### config.mk
export PLATFORM = sky130hd
export DESIGN_NAME = pc_sequencer
export DESIGN_NICKNAME = d
export VERILOG_FILES = /design/src/rtl/pc_sequencer.sv
export SDC_FILE = /design/constraint.sdc
export NUM_CORES = 1
export LEC_CHECK = 0
export CAP_MARGIN = 25
export CORE_ASPECT_RATIO = 2
export CORE_MARGIN = 1
export CORE_UTILIZATION = 34
export CTS_CLUSTER_DIAMETER = 150
export DETAILED_ROUTE_END_ITERATION = 8
export SLEW_MARGIN = 5
export SYNTH_ARGS = -nofsm -noshare
export SYNTH_HDL_FRONTEND = slang
export SYNTH_SLANG_ARGS = --single-unit
### constraint.sdc
create_clock -name clk -period 5.3 [get_ports clk]
set_input_delay 1.325 -clock clk [delete_from_list [all_inputs] [get_ports clk]]
set_output_delay 1.325 -clock clk [all_outputs]
set_load 0.01 [all_outputs]
### src/rtl/pc_sequencer.sv
// rtl/pc_sequencer.sv - MIPS fetch program-counter sequencer with EPC and return-address stack
// Priority: exception > eret > return > jump(/call) > branch > sequential; en=0 stalls all but exceptions.
module pc_sequencer #(
    parameter int unsigned       ADDR_W    = 32,
    parameter int unsigned       INC       = 4,
    parameter logic [ADDR_W-1:0] RST_VEC   = '0,
    parameter logic [ADDR_W-1:0] EXC_VEC   = ADDR_W'('h80),
    parameter int unsigned       RAS_DEPTH = 4
) (
    input  logic                        clk,
    input  logic                        rst,
    input  logic                        en,
    input  logic                        branch_i,
    input  logic [ADDR_W-1:0]           branch_off_i,
    input  logic                        jump_i,
    input  logic [ADDR_W-1:0]           jump_target_i,
    input  logic                        call_i,
    input  logic                        ret_i,
    input  logic [ADDR_W-1:0]           ret_target_i,
    input  logic                        exc_i,
    input  logic                        eret_i,
    output logic [ADDR_W-1:0]           pc_o,
    output logic [ADDR_W-1:0]           link_o,
    output logic [ADDR_W-1:0]           epc_o,
    output logic [$clog2(RAS_DEPTH):0]  ras_count_o,
    output logic                        ras_uflow_o,
    output logic                        misalign_o
);

    localparam int unsigned PTR_W = $clog2(RAS_DEPTH);
    localparam int unsigned CNT_W = PTR_W + 1;
    localparam logic [CNT_W-1:0] CNT_FULL = CNT_W'(RAS_DEPTH);

    logic [ADDR_W-1:0] pc_q, pc_d;
    logic [ADDR_W-1:0] epc_q, epc_d;
    logic [PTR_W-1:0]  sp_q, sp_d;
    logic [CNT_W-1:0]  cnt_q, cnt_d;
    logic              uflow_q, uflow_d;
    logic              push;
    logic [PTR_W-1:0]  top_idx;
    logic [ADDR_W-1:0] ras_mem [RAS_DEPTH];

    assign link_o      = pc_q + ADDR_W'(INC);
    assign pc_o        = pc_q;
    assign epc_o       = epc_q;
    assign ras_count_o = cnt_q;
    assign ras_uflow_o = uflow_q;
    assign misalign_o  = |pc_q[1:0];
    // sp_q points at the next free slot, so the top lives one below it (circularly).
    assign top_idx     = sp_q - PTR_W'(1);

    always_comb begin
        pc_d    = pc_q;
        epc_d   = epc_q;
        sp_d    = sp_q;
        cnt_d   = cnt_q;
        uflow_d = 1'b0;
        push    = 1'b0;
        if (exc_i) begin
            epc_d = pc_q;
            pc_d  = EXC_VEC;
        end else if (en) begin
            if (eret_i) begin
                pc_d = epc_q;
            end else if (ret_i) begin
                if (cnt_q != '0) begin
                    pc_d  = ras_mem[top_idx];
                    sp_d  = top_idx;
                    cnt_d = cnt_q - CNT_W'(1);
                end else begin
                    pc_d    = ret_target_i;
                    uflow_d = 1'b1;
                end
            end else if (jump_i) begin
                pc_d = jump_target_i;
                if (call_i) begin
                    push = 1'b1;
                    sp_d = sp_q + PTR_W'(1);
                    // A full stack overwrites its oldest entry; the count just saturates.
                    cnt_d = (cnt_q == CNT_FULL) ? cnt_q : cnt_q + CNT_W'(1);
                end
            end else if (branch_i) begin
                pc_d = link_o + (branch_off_i << 2);
            end else begin
                pc_d = link_o;
            end
        end
    end

    always_ff @(posedge clk or posedge rst) begin
        if (rst) begin
            pc_q    <= RST_VEC;
            epc_q   <= '0;
            sp_q    <= '0;
            cnt_q   <= '0;
            uflow_q <= 1'b0;
        end else begin
            pc_q    <= pc_d;
            epc_q   <= epc_d;
            sp_q    <= sp_d;
            cnt_q   <= cnt_d;
            uflow_q <= uflow_d;
        end
    end

    always_ff @(posedge clk) begin
        if (push) begin
            ras_mem[sp_q] <= link_o;
        end
    end

endmodule

==> flow_summary_export.csv <==
group,metric,value,unit
sta,clock_skew,0.0102,ns
global_routing,gr-usage-all-layers,0.239,
global_routing,overflow,0,
synthesis,synth_seq_cells,198,
global_routing,grt_pass1_vias,9293,
synthesis,syn_nets,1097,
global_routing,grt_pass1_wl,56.7,mm
sta,fin_ws,0.521,ns
layout,n_antenna_cell,0,
layout,fin_nets,1303,
worst_setup_path,critical_path_class,"flip-flop to primary output",
placed_design,hpwl,27.7,mm
die,core-area,31700,um^2
layout,final_common_cell,"clkdlybuf4s50_1",
sta,setup_tns,0,ns
route,drt_iter0_markers,536,
power_and_ir_drop,p_sw_frac,0.346,
die,die_y,257,um
status,outcome,"finished clean",
sta,worst_pin_slew,0.927,ns
route,routed_wl,38.6,mm
worst_setup_path,required,3.97,ns
worst_setup_path,endpoint_kind,"primary output",
clocking,clockRootBuffer,"clkbuf_16",
clocking,holdBufCountCts,0,
die,io_pins,206,
worst_setup_path,rrSetupSlack,0.87,ns
worst_setup_path,start_kind,"flip-flop",
layout,final_cell_mix,"202 x clkdlybuf4s50_1, 128 x edfxtp_1, 98 x nand2_1",
synthesis,yosysWarningCount,0,
global_routing,grt_max_degree,67,
route,avgViaCountPerCell,5.62,
clocking,cts_setup_buffers,0,
clocking,clock_latency,0.46,ns
clocking,cts.sinks,198,
die,die_w,129,um
clocking,cts_resized,0,
clocking,numCtsBuffers,17,
synthesis,synth.avg_cell_area,11.6,um^2
synthesis,syn_area,11000,um^2
placed_design,dp_slack,0.694,ns
sta,fin_crit,4.78,ns
clocking,clk_pin_slew,0.08,ns
job,maxCapViolCount,0,
die,start_util,0.348,
layout,final_layout_size_suffix_gt1_frac,0.139,
layout,synthToLayoutAreaGrowth,29.1,%
power_and_ir_drop,seqPwrFrac,0.367,
clocking,tritoncts,"built",
synthesis,syn-instance-count,950,
route,drc,0,
synthesis,synth_ff_type,"edfxtp_1",
synthesis,synth-seq-area-share,0.508,
synthesis,synth_edf_count,128,
placed_design,gp_congestion,0.885,
power_and_ir_drop,power.leakage,5.60,nW
placed_design,dpl_cell_area,13600,um^2
power_and_ir_drop,powerDensity,361,nW/um^2
global_routing,antenna_found_initial,1,
worst_setup_path,arrival,3.45,ns
layout,post-route-cell-area,14200,um^2
clocking,clockBufferDepth,2,
power_and_ir_drop,combPwrFrac,0.380,
synthesis,async_flop_share,0.354,
worst_hold_path,min_path_type,"flip-flop to flip-flop",
sta,period_share,0.902,
power_and_ir_drop,switchingPower,1.78,mW
sta,report.final.slew_viol_count,0,
placed_design,port_buffers,203,
route,drt-wirelength-per-cell,24.3,um
synthesis,synth_cell_types,71,
power_and_ir_drop,internal-power,3.37,mW
die,die_area,33200,um^2
layout,fill_cells,2951,
sta,setup_viol,0,
worst_setup_path,crit_fanout,8,
route,via_count,8954,
sta,rsz0062_at_grt,"no",
route,drtPass1Iterations,7,
die,rows,92,
clocking,h-tree-depth,4,
power_and_ir_drop,clkPwrFrac,0.253,
sta,final_hold_viol_count,0,
sta,max_clock_freq,0.209,GHz
route,detail-route-antenna-nets,0,
sta,max_slew_margin,0.382,
power_and_ir_drop,ir_drop,0.284,mV
==> critical path, cell delays in order (launching register included) <==
cell	delay (ns)
dfrtp_1	0.51
ha_1	0.27
inv_1	0.06
or2_4	0.28
nor2_4	0.19
nand4_4	0.24
nor2_1	0.18
xor2_1	0.59
clkdlybuf4s50_1	0.67
==> final timing paths <==
check / from / endpoint / depth (start not counted)
hold / removal: epc_o[26] / epc_o[26] / 1
setup / recovery: pc_o[2] / link_o[28] / 8
setup reg to reg: pc_o[2] / pc_o[24] / 15
hold reg to reg: epc_o[26] / epc_o[26] / 1
max in group asynchronous: rst / sp_q[0] / 3
min in group asynchronous: rst / epc_o[1] / 2
==> registers in the layout (all words and copies together), names as in the netlist <==
signal and count:
epc_o 32, pc_o 32, ras_uflow_o 1, sp_q 2, ras_count_o 3, ras_mem 128
==> through the flow <==
stage	hold slack [ns]	instances	power, mW	util
global placement	0.512	1558	3.84	0.430
global route	0.561	1592	5.40	0.449
floorplan	0.563	950	3.12	-
CTS	0.542	1591	5.17	0.449
finish	0.534	1592	5.14	0.449
detailed placement	0.523	1559	3.87	0.431
==> per-layer routing <==
layer | GRT usage | wire [um] | up-vias | share of wire
li1 | - | - | 4012 | -
met1 | 0.249 | 13500 | 4500 | 0.35
met2 | 0.443 | 21100 | 338 | 0.55
met3 | 0.0303 | 1690 | 102 | 0.044
met4 | 0.147 | 2240 | 2 | 0.058
met5 | 0 | 14 | - | 0.00036
==> layout make-up <==
class,count,area (um^2),area share
Clock buffer,17,425,0.0299
Clock inverter,15,143,0.0100
Multi-Input combinational cell,682,5140,0.361
Timing Repair Buffer,237,2310,0.163
Tap cell,423,529,0.0372
Sequential cell,198,5600,0.393
Inverter,20,76.3,0.00537
==> power groups by stage <==
stage | logic, mW | clock network [mW] | registers (mW)
floorplan | 1.21 | 0 | 1.91
global placement | 1.92 | 0 | 1.92
detailed placement | 1.95 | 0 | 1.92
CTS | 1.96 | 1.33 | 1.89
global route | 2.12 | 1.38 | 1.90
finish | 1.96 | 1.30 | 1.89
==> cells in the mapped netlist (4+ instances only) <==
master    number  area, um^2
a31oi_1       12        75.1
o21ai_0       46         230
o221ai_1       7        61.3
clkbuf_1      29         109
mux4_2        32         721
and3_1        32         200
a211oi_1      17         128
mux2_2        33         372
buf_2          8        40.0
mux2i_1       20         200
ha_1          40         500
buf_1          9        33.8
dfrtp_1       70        1750
a21oi_1       80         400
nor4_1         4        25.0
nand2b_1       6        37.5
nor3_1         7        35.0
nor2_1        58         218
nand3_1       27         135
nand4_1        9        56.3
edfxtp_1     128        3840
inv_1         19        71.3
xor2_1        19         166
o22ai_1       11        68.8
xnor2_1       34         298
nand2_1       98         368
a21o_1        14         105
o211ai_1       8        60.1
==> cell families (layout without fill, tap and decap cells) <==
logic type      count (synthesis)  after routing  synth area share
flops                         198            198             0.508
xor+xnor                       54             54            0.0436
buf+inv                        70            289            0.0259
fa+ha+maj                      42             42            0.0491
mux                            85             85             0.117
compound gates                235            235             0.135
simple gates                  266            266             0.121
(Power assumes the default switching activity.)
